### src/rtl/bram_boot_loader_if.sv
// Byte-stream, AHB-side and BRAM-side signals of the boot loader, bundled with
// master (environment) and slave (loader) views.
interface bram_boot_loader_if #(
  parameter int ADDR_WIDTH = 14
);
  logic                  rx_valid;
  logic [7:0]            rx_data;
  logic                  rx_ready;
  logic [ADDR_WIDTH-1:0] ahb_bram_addr;
  logic [31:0]           ahb_bram_wdata;
  logic [3:0]            ahb_bram_write;
  logic [ADDR_WIDTH-1:0] BRAM_ADDR;
  logic [31:0]           BRAM_WDATA;
  logic [3:0]            BRAM_WRITE;

  modport master (
    output rx_valid, rx_data, ahb_bram_addr, ahb_bram_wdata, ahb_bram_write,
    input  rx_ready, BRAM_ADDR, BRAM_WDATA, BRAM_WRITE
  );

  modport slave (
    input  rx_valid, rx_data, ahb_bram_addr, ahb_bram_wdata, ahb_bram_write,
    output rx_ready, BRAM_ADDR, BRAM_WDATA, BRAM_WRITE
  );
endinterface

### src/rtl/bram_boot_loader.sv
// Boot sequencer: receives a framed image byte stream, writes it into BRAM,
// verifies the XOR checksum, then hands the BRAM port to AHB and releases the CPU.
//
// state  | meaning
// IDLE   | hunting for 0xA5 magic, other bytes dropped
// LEN0   | expecting LEN[7:0]
// LEN1   | expecting LEN[15:8], range check
// DATA   | assembling words, one BRAM write per 4 bytes
// CSUM   | expecting checksum byte
// DONE   | image loaded, BRAM owned by AHB, terminal until reset
module bram_boot_loader #(
  parameter int ADDR_WIDTH     = 14,
  parameter int TIMEOUT_CYCLES = 100000
) (
  input  logic                   HCLK,
  input  logic                   HRESETn,
  bram_boot_loader_if.slave      bus,
  output logic                   cpu_reset_n,
  output logic                   load_done,
  output logic                   load_err
);
  localparam int          TW      = $clog2(TIMEOUT_CYCLES + 1);
  localparam logic [16:0] MAX_LEN = 17'(1) << ADDR_WIDTH;

  typedef enum logic [2:0] {S_IDLE, S_LEN0, S_LEN1, S_DATA, S_CSUM, S_DONE} state_t;

  state_t                state_q, state_d;
  logic                  rx_ready_q, rx_ready_d;
  logic [15:0]           len_q, len_d;
  logic [ADDR_WIDTH-1:0] idx_q, idx_d;
  logic [1:0]            bcnt_q, bcnt_d;
  logic [23:0]           word_q, word_d;
  logic [7:0]            acc_q, acc_d;
  logic [TW-1:0]         tmo_q, tmo_d;
  logic                  we_q, we_d;
  logic [ADDR_WIDTH-1:0] addr_q, addr_d;
  logic [31:0]           wdata_q, wdata_d;
  logic                  cpu_q, cpu_d;
  logic                  done_q, done_d;
  logic                  err_q, err_d;
  logic                  accept;
  logic                  abort;
  logic [15:0]           len_full;

  assign accept = bus.rx_valid & rx_ready_q;

  always_comb begin
    state_d  = state_q;
    len_d    = len_q;
    idx_d    = idx_q;
    bcnt_d   = bcnt_q;
    word_d   = word_q;
    acc_d    = acc_q;
    tmo_d    = tmo_q;
    we_d     = 1'b0;
    addr_d   = addr_q;
    wdata_d  = wdata_q;
    err_d    = err_q;
    abort    = 1'b0;
    len_full = {bus.rx_data, len_q[7:0]};

    case (state_q)
      S_IDLE: if (accept && bus.rx_data == 8'hA5) begin
        state_d = S_LEN0;
        err_d   = 1'b0;
        idx_d   = '0;
        acc_d   = '0;
        bcnt_d  = '0;
      end
      S_LEN0: if (accept) begin
        len_d[7:0] = bus.rx_data;
        state_d    = S_LEN1;
      end
      S_LEN1: if (accept) begin
        len_d = len_full;
        if ({1'b0, len_full} > MAX_LEN) abort = 1'b1;
        else if (len_full == 16'd0)     state_d = S_CSUM;
        else                            state_d = S_DATA;
      end
      S_DATA: if (accept) begin
        word_d = {bus.rx_data, word_q[23:8]};
        acc_d  = acc_q ^ bus.rx_data;
        bcnt_d = bcnt_q + 2'd1;
        if (bcnt_q == 2'd3) begin
          we_d    = 1'b1;
          addr_d  = idx_q;
          wdata_d = {bus.rx_data, word_q};
          idx_d   = idx_q + 1'b1;
          if (17'(idx_q) + 17'd1 == {1'b0, len_q}) state_d = S_CSUM;
        end
      end
      S_CSUM: if (accept) begin
        if (bus.rx_data == acc_q) state_d = S_DONE;
        else                      abort   = 1'b1;
      end
      default: ;
    endcase

    // Inter-byte watchdog: down-counter reloaded by every accepted byte.
    if (accept) begin
      tmo_d = TW'(TIMEOUT_CYCLES);
    end else if (state_q inside {S_LEN0, S_LEN1, S_DATA, S_CSUM}) begin
      if (tmo_q <= TW'(1)) abort = 1'b1;
      else                 tmo_d = tmo_q - TW'(1);
    end

    if (abort) begin
      state_d = S_IDLE;
      err_d   = 1'b1;
    end

    rx_ready_d = (state_d != S_DONE);
    done_d     = (state_d == S_DONE);
    cpu_d      = (state_q == S_DONE);
  end

  always_ff @(posedge HCLK or negedge HRESETn) begin
    if (!HRESETn) begin
      state_q    <= S_IDLE;
      rx_ready_q <= 1'b0;
      len_q      <= '0;
      idx_q      <= '0;
      bcnt_q     <= '0;
      word_q     <= '0;
      acc_q      <= '0;
      tmo_q      <= '0;
      we_q       <= 1'b0;
      addr_q     <= '0;
      wdata_q    <= '0;
      cpu_q      <= 1'b0;
      done_q     <= 1'b0;
      err_q      <= 1'b0;
    end else begin
      state_q    <= state_d;
      rx_ready_q <= rx_ready_d;
      len_q      <= len_d;
      idx_q      <= idx_d;
      bcnt_q     <= bcnt_d;
      word_q     <= word_d;
      acc_q      <= acc_d;
      tmo_q      <= tmo_d;
      we_q       <= we_d;
      addr_q     <= addr_d;
      wdata_q    <= wdata_d;
      cpu_q      <= cpu_d;
      done_q     <= done_d;
      err_q      <= err_d;
    end
  end

  // Once loaded, AHB drives the BRAM port directly with no added latency.
  assign bus.rx_ready   = rx_ready_q;
  assign bus.BRAM_ADDR  = (state_q == S_DONE) ? bus.ahb_bram_addr  : addr_q;
  assign bus.BRAM_WDATA = (state_q == S_DONE) ? bus.ahb_bram_wdata : wdata_q;
  assign bus.BRAM_WRITE = (state_q == S_DONE) ? bus.ahb_bram_write : {4{we_q}};
  assign cpu_reset_n    = cpu_q;
  assign load_done      = done_q;
  assign load_err       = err_q;
endmodule

### src/flat_wrapper.sv
// flat-port wrapper written by rule: the top's interface ports become plain ports
module bram_boot_loader_flat 
#(
  parameter int ADDR_WIDTH     = 14,
  parameter int TIMEOUT_CYCLES = 100000
)
  (HCLK, HRESETn, cpu_reset_n, load_done, load_err, bus_rx_valid, bus_rx_data, bus_ahb_bram_addr, bus_ahb_bram_wdata, bus_ahb_bram_write, bus_rx_ready, bus_BRAM_ADDR, bus_BRAM_WDATA, bus_BRAM_WRITE);
  bram_boot_loader_if #(.ADDR_WIDTH(ADDR_WIDTH)) bus_i ();
  input  logic HCLK;
  input  logic HRESETn;
  output logic cpu_reset_n;
  output logic load_done;
  output logic load_err;
  input wire logic [$bits(bus_i.rx_valid)-1:0] bus_rx_valid;
  input wire logic [$bits(bus_i.rx_data)-1:0] bus_rx_data;
  input wire logic [$bits(bus_i.ahb_bram_addr)-1:0] bus_ahb_bram_addr;
  input wire logic [$bits(bus_i.ahb_bram_wdata)-1:0] bus_ahb_bram_wdata;
  input wire logic [$bits(bus_i.ahb_bram_write)-1:0] bus_ahb_bram_write;
  output wire logic [$bits(bus_i.rx_ready)-1:0] bus_rx_ready;
  output wire logic [$bits(bus_i.BRAM_ADDR)-1:0] bus_BRAM_ADDR;
  output wire logic [$bits(bus_i.BRAM_WDATA)-1:0] bus_BRAM_WDATA;
  output wire logic [$bits(bus_i.BRAM_WRITE)-1:0] bus_BRAM_WRITE;
  assign bus_i.rx_valid = bus_rx_valid;
  assign bus_i.rx_data = bus_rx_data;
  assign bus_i.ahb_bram_addr = bus_ahb_bram_addr;
  assign bus_i.ahb_bram_wdata = bus_ahb_bram_wdata;
  assign bus_i.ahb_bram_write = bus_ahb_bram_write;
  assign bus_rx_ready = bus_i.rx_ready;
  assign bus_BRAM_ADDR = bus_i.BRAM_ADDR;
  assign bus_BRAM_WDATA = bus_i.BRAM_WDATA;
  assign bus_BRAM_WRITE = bus_i.BRAM_WRITE;
  bram_boot_loader #(.ADDR_WIDTH(ADDR_WIDTH), .TIMEOUT_CYCLES(TIMEOUT_CYCLES)) u_core (.HCLK(HCLK), .HRESETn(HRESETn), .bus(bus_i), .cpu_reset_n(cpu_reset_n), .load_done(load_done), .load_err(load_err));
endmodule
### config.mk
export PLATFORM = sky130hd
export DESIGN_NAME = bram_boot_loader_flat
export DESIGN_NICKNAME = d
export VERILOG_FILES = /design/src/rtl/bram_boot_loader_if.sv /design/src/rtl/bram_boot_loader.sv /design/src/flat_wrapper.sv
export SDC_FILE = /design/constraint.sdc
export NUM_CORES = 1
export LEC_CHECK = 0
export ABC_AREA = 0
export CAP_MARGIN = 20
export CORE_MARGIN = 2
export CORE_UTILIZATION = 25
export DETAILED_ROUTE_END_ITERATION = 12
export GPL_TIMING_DRIVEN = 0
export PLACE_DENSITY = 0.47
export REMOVE_ABC_BUFFERS = 1
export SLEW_MARGIN = 5
export SYNTH_ARGS = -nofsm -noshare
export SYNTH_HDL_FRONTEND = slang
export SYNTH_SLANG_ARGS = --single-unit
export TNS_END_PERCENT = 1
### constraint.sdc
create_clock -name HCLK -period 2.2 [get_ports HCLK]
set_input_delay 0.44 -clock HCLK [delete_from_list [all_inputs] [get_ports HCLK]]
set_output_delay 0.44 -clock HCLK [all_outputs]
set_load 0.03 [all_outputs]
Yosys cells after proc, flatten, opt, wreduce, memory -nomap -nowiden
Cells that the tools add are included.
{"block": "word_totals", "register_bits": 135, "elab_cells": 99, "output_inout_bits": 54, "input_bits": 61}
{"block": "classes", "bitwise_logic": 3, "n_addsub": 4, "n_eq_ne": 15, "n_reduce_logical": 16, "magnitude_cmp": 2, "muxes": 44}
{"cell": "14-bit 2-to-1 mux", "n": 4}
{"cell": "17-bit 2-to-1 mux", "n": 3}
{"cell": "3-bit 2-to-1 mux", "n": 11}
{"cell": "32-bit 2-to-1 mux", "n": 1}
{"cell": "8-bit one-hot mux with 2 select lines", "n": 2}
{"cell": "14-bit one-hot mux with 2 select lines", "n": 1}
{"cell": "8-bit 2-to-1 mux", "n": 3}
{"cell": "17-bit by 16-bit == test with 1-bit output", "n": 1}
{"cell": "17-bit by 1-bit less-or-equal comparator with 1-bit output (second input constant)", "n": 1}
{"cell": "17-bit by 1-bit subtractor with 17-bit output (second input constant)", "n": 1}
{"cell": "16-bit by 15-bit > comparator with 1-bit output (second input constant)", "n": 1}
{"cell": "16-bit logical NOT", "n": 1}
{"cell": "14-bit by 1-bit adder with 15-bit output (second input constant)", "n": 1}
{"cell": "3-bit one-hot mux with 5 select lines", "n": 1}
{"cell": "14-bit by 1-bit adder with 14-bit output (second input constant)", "n": 1}
{"cell": "1-bit 2-to-1 mux", "n": 13}
{"cell": "3-bit == test (second input constant)", "n": 3}
{"cell": "3-bit AND reduction", "n": 3}
{"cell": "8-bit == test", "n": 1}
{"cell": "8-bit == test (second input constant)", "n": 1}
{"cell": "2-bit by 1-bit != test with 1-bit output (second input constant)", "n": 4}
{"cell": "2-bit AND reduction", "n": 4}
{"cell": "2-bit nonzero test", "n": 4}
{"cell": "8-bit XOR", "n": 1}
{"cell": "other kinds (15)", "n": 17}

Depth between registers and ports, before layout
Gate-level depths: netlist (run 1).
{"block": "logic_depth", "ltp_word": 9, "ltp_mapped": 10}

Least setup slack after synthesis (run 1)
Ideal clock, no wire load.
{"block": "synth_path", "path_type": "register to register", "start": "reg u_core.idx_q[0]", "end": "reg u_core.rx_ready_q, in the netlist u_core.bus.rx_ready", "t_required_ns": 2.071, "stages_incl_launch_ff": 8, "synth_period_minus_slack_ns": 2.400, "slack_ns": -0.200, "arrival_ns": 2.271, "path_cell_list": "dfrtp_1 > ha_1 > and4_1 > and3_1 > o31a_1 > nor4_1 > nand4_2 > a2111o_1"}
{"block": "synth_via", "elab_chain_len": 8}
{"element": "start: declaration", "line": "bram_boot_loader.sv:30", "text": "logic [ADDR_WIDTH-1:0] idx_q, idx_d;"}
{"element": "start signal: assignment", "line": "bram_boot_loader.sv:137", "text": "idx_q <= idx_d;"}
{"element": "14-bit by 1-bit adder with 15-bit output", "line": "bram_boot_loader.sv:89", "text": "if (17'(idx_q) + 17'd1 == {1'b0, len_q}) state_d = S_CSUM;"}
{"element": "17-bit by 16-bit == test with 1-bit output", "line": "bram_boot_loader.sv:89"}
{"element": "3-bit 2-to-1 mux", "line": "bram_boot_loader.sv:89"}
{"element": "3-bit 2-to-1 mux", "line": "bram_boot_loader.sv:84", "text": "if (bcnt_q == 2'd3) begin"}
{"element": "3-bit 2-to-1 mux", "line": "bram_boot_loader.sv:80", "text": "S_DATA: if (accept) begin"}
{"element": "3-bit one-hot mux with 5 select lines", "line": "bram_boot_loader.sv:62", "text": "case (state_q)"}
{"element": "3-bit 2-to-1 mux", "line": "bram_boot_loader.sv:107", "text": "if (abort) begin"}
{"element": "3-bit != test", "line": "bram_boot_loader.sv:112", "text": "rx_ready_d = (state_d != S_DONE);"}
{"element": "via u_core.rx_ready_d", "line": "bram_boot_loader.sv:28", "text": "logic rx_ready_q, rx_ready_d;"}
{"element": "end signal: assignment", "line": "bram_boot_loader.sv:135", "text": "rx_ready_q <= rx_ready_d;"}
{"element": "end: declaration", "line": "bram_boot_loader.sv:28"}
The timed path passes the listed nets, and every way through them passes these cells.
A chain may end at the register's enable or synchronous reset.

Final worst setup path (run 1)
Ends and elaborated chain as after synthesis.

==> results.yml, run 1 <==
timing:
  worstMarginPinSlew_ns: 0.9791
  fin_ws_ns: -0.2542
  slew_headroom_pct: 34.55
  slew_viol_final: 0
  fin_crit_sh_pct: 111.6
  tns_ns: -6.505
  rsz0062_at_grt: "yes"
  setup_violations: 54
  finClkSkew_ns: 0.009962
  fin_crit_ns: 2.454
  final-hold-violation-count: 0
  timing.fmax_mhz: 407.5
routing:
  drtPass1Iterations: 4
  wire_per_inst_um: 13.67
  ant_nets: 0
  drc: 0
  num_vias: 5962
  via_per_inst: 4.479
  routed_wl_mm: 18.20
  dr.first_iter.drc_count: 382
die:
  initial_core_util_pct: 25.60
  num_rows: 60
  coreArea_um2: 27030
  dieArea_um2: 29020
  die_h_um: 170.3
  die-width_um: 170.3
  io_pins: 115
synth:
  synth-seq-area-share_pct: 48.83
  ys_types: 56
  syn_avg_cell_area_um2: 8.082
  post_synth_main_area_contributors: "dfrtp_1, nand2_1, o21ai_0"
  synth_area_leader_cell: "dfrtp_1"
  async_flop_share_pct: 100.0
  yosysTopAreaCellShare_pct: 48.83
  synth-seq-cells: 135
  synth_edf_count: 0
  synth_warnings: 0
  syn-cell-area_um2: 6918
  ys.flop_type: "dfrtp_1"
  synth_cells: 856
power:
  peakVddDrop_mv: 0.4739
  powerDensity_nw_per_um2: 781.4
  power_leakage_nw: 4.497
final_layout:
  drive_gt1_share_pct: 19.31
  design_area_um2: 9669
  fin_nets: 1041
  final_util_pct: 35.78
  syn2layout_area_growth_pct: 39.77
critical_path:
  arrival_ns: 2.75
  cp.required_ns: 2.49
  startpoint_type: "flip-flop"
  end_kind: "flip-flop"
  critical_path_class: "flip-flop to flip-flop"
  path_max_fanout: 6
global_routing:
  grt-ovfl-total: 0
  grt_max_degree: 85
  antenna_found_initial: 1
  track_usage_pct: 13.23
  grt_pass1_vias: 5879
  grt_pass1_wl_mm: 30.42
clock_tree:
  cts_inserted_buffers: 17
  cts_buffer_depth: 2
  htree_levels: 4
  cts_tree: "built"
  clk_pin_slew_ns: 0.06
  clk_latency_ns: 0.42
  cts_sinks: 135
  clk_root_buffer_cell: "clkbuf_16"
place:
  gp_congestion: 0.7571
  hpwl_mm: 11.88
  placed_cell_area_um2: 8437
  port_buffers: 114
  pre_cts_slack_ns: -1.632
flow_run:
  drv_cap: 0
min_path:
  hold_path.class: "primary input to flip-flop"
outcome:
  violations: "negative setup slack"
  status: "finished with violations"
==> cell usage in the layout, fill, tap and decap left out, types with 4 or more instances in the layout <==
master,n
dfrtp_1,121
o21ai_0,48
nand3_1,16
buf_6,4
clkdlybuf4s50_1,59
nand4_1,5
nor4_1,7
clkbuf_16,17
xnor2_1,24
nor3_1,9
nor2b_1,6
dfrtp_2,14
dlymetal6s2s_1,4
clkdlybuf4s15_2,46
mux2_2,15
clkbuf_8,4
buf_2,4
buf_4,27
bufinv_16,4
nor2_1,27
nand2_1,407
xor2_1,12
a21oi_1,9
==> power by group <==
part / internal, mW / switching (mW)
Clock: 2.03 / 1.12
Sequential: 2.77 / 0.312
Combinational: 0.679 / 0.649
Total: 5.48 / 2.08
==> layer usage <==
metal	vias up	GRT usage (%)	share of wire, %
met5	-	0	0
met4	0	3.790	1.1
met3	11	2.674	3.4
met2	90	22.09	48
met1	2841	17.35	47
li1	3020	-	-
==> cells by family after synthesis <==
logic type      after synthesis  share of synthesized area [%]
simple gates                525                          32.50
flops                       135                          48.83
compound gates               82                          7.144
buf+inv                      55                          3.273
xor+xnor                     39                          4.938
mux                          16                          2.586
fa+ha+maj                     4                         0.7235
==> stage by stage <==
step                      total power, mW  instances  hold WS [ns]
after floorplan                     3.834        806        0.1444
after global placement              4.233       1261        0.4530
after detailed placement            4.269       1269        0.4389
after CTS                           7.570       1322        0.4722
after global routing                7.937       1330        0.4701
final                               7.555       1331        0.4381
==> worst max-delay path, cell delays in order (launching register included) <==
cell	delay, ns
dfrtp_2	0.49
ha_4	0.28
xor2_2	0.15
a21oi_1	0.10
and3_1	0.16
nand4_1	0.14
nor4b_4	0.33
nand4_2	0.23
a2111o_1	0.45
==> cell type report <==
cell class                      count  area, um^2
Inverter                            5       57.56
Antenna cell                        1       2.502
Tap cell                          341       426.7
Sequential cell                   135        3396
Clock inverter                     10       166.4
Timing Repair Buffer              151        1574
Fill cell                        2804       17360
Clock buffer                       22       484.2
Multi-Input combinational cell    666        3562
==> repair_timing <==
action / CTS / global route
hold buffers: 1 / 0
cloned: 0 / 0
pin swaps: 14 / 12
buffers inserted: 20 / 8
endpoints found under the setup margin: 172 / 87
gates resized for setup: 201 / 33
hold endpoints to repair: 6 / 0
==> flip-flops by register name, indices dropped and copies added, names as in the netlist, 2 cells and up <==
signal          flops
u_core.acc_q        8
u_core.bcnt_q       2
u_core.addr_q      14
u_core.len_q       16
u_core.word_q      24
u_core.tmo_q       17
u_core.wdata_q     32
u_core.state_q      3
u_core.idx_q       14
==> synthesized netlist by cell type (2+ instances only) <==
library cell    n
nor3_1         10
inv_1           4
nand2b_1        3
o22ai_1         2
xnor2_1        26
buf_2           9
ha_1            4
xor2_1         13
and4_1          3
and3_1          4
buf_4           2
nor4b_2         2
a21oi_1         9
mux2_2         15
or3_1           3
and2_1          3
a21o_1          3
dfrtp_1       135
nor2b_1         6
clkbuf_1       36
nor3b_1         4
nor4b_1         2
nor4_1         10
nand2_1       412
nor2_1         30
a211oi_1        2
nand3_1        19
o31ai_1         2
o21ai_0        50
a31oi_1         2
buf_1           2
nand4_1         5
==> worst paths after layout <==
kind                                              start                             end  slack (ns)  cells after the start
hold reg to reg            u_core.word_q[7]$_DFFE_PN0P_   u_core.wdata_q[7]$_DFFE_PN0P_        0.47                      2
setup reg to reg            u_core.idx_q[0]$_DFFE_PN0P_   u_core.bus.rx_ready$_DFF_PN0_       -0.25                      8
max in group asynchronous                       HRESETn     u_core.state_q[0]$_DFF_PN0_        0.82                      3
hold / removal                           bus_rx_data[1]  u_core.wdata_q[25]$_DFFE_PN0P_        0.44                      3
min in group asynchronous                       HRESETn   u_core.addr_q[10]$_DFFE_PN0P_        0.54                      2
setup / recovery            u_core.idx_q[0]$_DFFE_PN0P_   u_core.bus.rx_ready$_DFF_PN0_       -0.25                      8
(Power assumes the default switching activity.)
==> inputs of run 2 (changes only) <==
--- a/config.mk
+++ b/config.mk
@@ -9,9 +9,11 @@
 export CAP_MARGIN = 20
 export CORE_MARGIN = 2
 export CORE_UTILIZATION = 25
+export CTS_BUF_LIST = sky130_fd_sc_hd__clkbuf_4 sky130_fd_sc_hd__clkbuf_8
 export DETAILED_ROUTE_END_ITERATION = 12
 export GPL_TIMING_DRIVEN = 0
 export PLACE_DENSITY = 0.47
+export RECOVER_POWER = 50
 export REMOVE_ABC_BUFFERS = 1
 export SLEW_MARGIN = 5
 export SYNTH_ARGS = -nofsm -noshare
==> results.yml, run 2 (synthesis gave the netlist of run 1 again) <==
clock_tree:
  cts_inserted_buffers: 17
  clk_pin_slew_ns: 0.08
  cts_buffer_depth: 2
  htree_levels: 4
  clk_root_buffer_cell: "clkbuf_8"
  cts_sinks: 135
  clk_latency_ns: 0.45
  cts_tree: "built"
routing:
  via_per_inst: 4.506
  routed_wl_mm: 18.30
  drtPass1Iterations: 4
  ant_nets: 0
  num_vias: 6011
  wire_per_inst_um: 13.72
  dr.first_iter.drc_count: 359
  drc: 0
critical_path:
  path_depth: 8
  crit_path_cell_trace: "buf_6, xnor2_4, nor4b_4, and3_1, nand4_1, nor4b_4, nand4_2, a2111o_1"
  startpoint_type: "flip-flop"
  cp.required_ns: 2.53
  cp_slowest_cell: "dfrtp_2"
  path_delay_family: "simple AND/OR/NAND/NOR gates"
  arrival_ns: 2.84
  end_kind: "flip-flop"
  max_stage_delay_ns: 0.45
  reg2reg_depth: 8
  crit_top_cell: "nor4b_4"
  critPathBufInv: 1
  critical_path_class: "flip-flop to flip-flop"
  path_max_fanout: 4
power:
  swShare_pct: 29.09
  p_total_mw: 6.790
  power_frac_comb_pct: 19.4
  pwr-share-seq_pct: 45.3
  p_int_mw: 4.815
  peakVddDrop_mv: 0.4100
  p_sw_mw: 1.975
  clkPwrFrac_pct: 35.3
  power_leakage_nw: 4.408
  powerDensity_nw_per_um2: 714.0
flow_run:
  drv_cap: 0
timing:
  timing.fmax_mhz: 397.3
  fin_ws_ns: -0.3170
  final-hold-violation-count: 0
  fin_crit_ns: 2.517
  finClkSkew_ns: 0.01171
  slew_headroom_pct: 8.363
  setup_violations: 54
  slew_viol_final: 0
  rsz0062_at_grt: "yes"
  worstMarginPinSlew_ns: 1.375
  fin_crit_sh_pct: 114.4
final_layout:
  syn2layout_area_growth_pct: 37.46
  drive_gt1_share_pct: 19.05
  largest_reg_flops: 32
  fin_nets: 1044
  final_cell_mix: "nand2_1, dfrtp_1, clkdlybuf4s50_1"
  reg_top3: "u_core.wdata_q x32, u_core.word_q x24, u_core.tmo_q x17"
  layout_commonest_cell: "nand2_1"
  largest_register: "u_core.wdata_q"
global_routing:
  track_usage_pct: 13.17
  antenna_found_initial: 1
  grt_pass1_wl_mm: 30.33
  grt_max_degree: 85
  grt-ovfl-total: 0
  grt_pass1_vias: 5882
min_path:
  hold_path.class: "primary input to flip-flop"
  holdPathStages: 3
place:
  gp_congestion: 0.7571
  port_buffers: 114
  pre_cts_slack_ns: -1.632
  hpwl_mm: 11.88
die:
  dieArea_um2: 29020
  die_h_um: 170.3
  die-width_um: 170.3
  coreArea_um2: 27030
  io_pins: 115
  num_rows: 60
  initial_core_util_pct: 25.60
outcome:
  status: "finished with violations"
  violations: "negative setup slack"
[run 2: cell types whose count changed in the layout (fill, tap and decap cells not counted), sizes merged]
cell,delta
buf,-3
clkdlybuf4s15,+4
clkbuf,+1
dlymetal6s2s,-1
nand3,+1
clkdlybuf4s50,+1
[run 2: per-stage QoR]
stage | hold WS (ns) | cell area, um^2 | instances | utilization, % | TNS (ns)
6_report | 0.4114 | 9509 | 1334 | 35.19 | -8.028
5_1_grt | 0.4423 | 9507 | 1333 | 35.18 | -20.74
4_1_cts | 0.4709 | 9296 | 1316 | 34.40 | -11.49
3_5_place_dp | 0.4389 | 8437 | 1269 | 31.22 | -182.03
3_3_place_gp | 0.4530 | 8278 | 1261 | 30.63 | -1396.04
2_1_floorplan | 0.1444 | 6710 | 806 | - | -239.41
[run 2: power by group through the flow]
stage | clock (mW) | sequential (mW) | combinational (mW)
floorplan | 0 | 3.04 | 0.796
global placement | 0 | 3.13 | 1.11
detailed placement | 0 | 3.13 | 1.14
CTS | 2.48 | 3.07 | 1.28
global route | 2.57 | 3.13 | 1.47
finish | 2.40 | 3.08 | 1.32
[run 2: area by class of cell]
| class | count | area (um^2) |
|---|---|---|
| clock buffers | 22 | 296.5 |
| diodes | 1 | 2.502 |
| multi-input cells | 667 | 3563 |
| clock inverters | 10 | 166.4 |
| well taps | 341 | 426.7 |
| repair buffers | 153 | 1600 |
| flip-flops and latches | 135 | 3396 |
| fillers | 2834 | 17520 |
| inverters | 5 | 57.56 |
[run 2: worst paths after layout]
check	slack [ns]	from	endpoint
max in group asynchronous	0.24	HRESETn	u_core.state_q[0]$_DFF_PN0_
min	0.41	bus_rx_data[0]	u_core.wdata_q[24]$_DFFE_PN0P_
max reg2reg	-0.32	u_core.idx_q[0]$_DFFE_PN0P_	u_core.bus.rx_ready$_DFF_PN0_
min reg2reg	0.47	u_core.word_q[3]$_DFFE_PN0P_	u_core.wdata_q[3]$_DFFE_PN0P_
min in group asynchronous	0.83	HRESETn	u_core.addr_q[10]$_DFFE_PN0P_
max	-0.32	u_core.idx_q[0]$_DFFE_PN0P_	u_core.bus.rx_ready$_DFF_PN0_
[run 2: tightest hold or removal path: stages]
cell            delay [ns]
dlymetal6s2s_1        0.24
nand2_1               0.10
nand2_1               0.04
[run 2: timing repair]
| action | 4_1_cts | 5_1_grt |
|---|---|---|
| hold buffers | 1 | 0 |
| setup buffers | 14 | 16 |
| hold endpoints to repair | 51 | 0 |
| resized for setup | 197 | 25 |
| gates cloned | 0 | 1 |
| pin swaps | 10 | 14 |
| endpoints found under the setup margin | 172 | 89 |
[run 2: layer usage]
metal	global-route usage, %	routed length, um	vias to the layer above
li1	-	-	3032
met1	17.22	8622	2865
met2	22.09	8827	101
met3	2.395	637	13
met4	4.125	211	0
met5	0	0	-
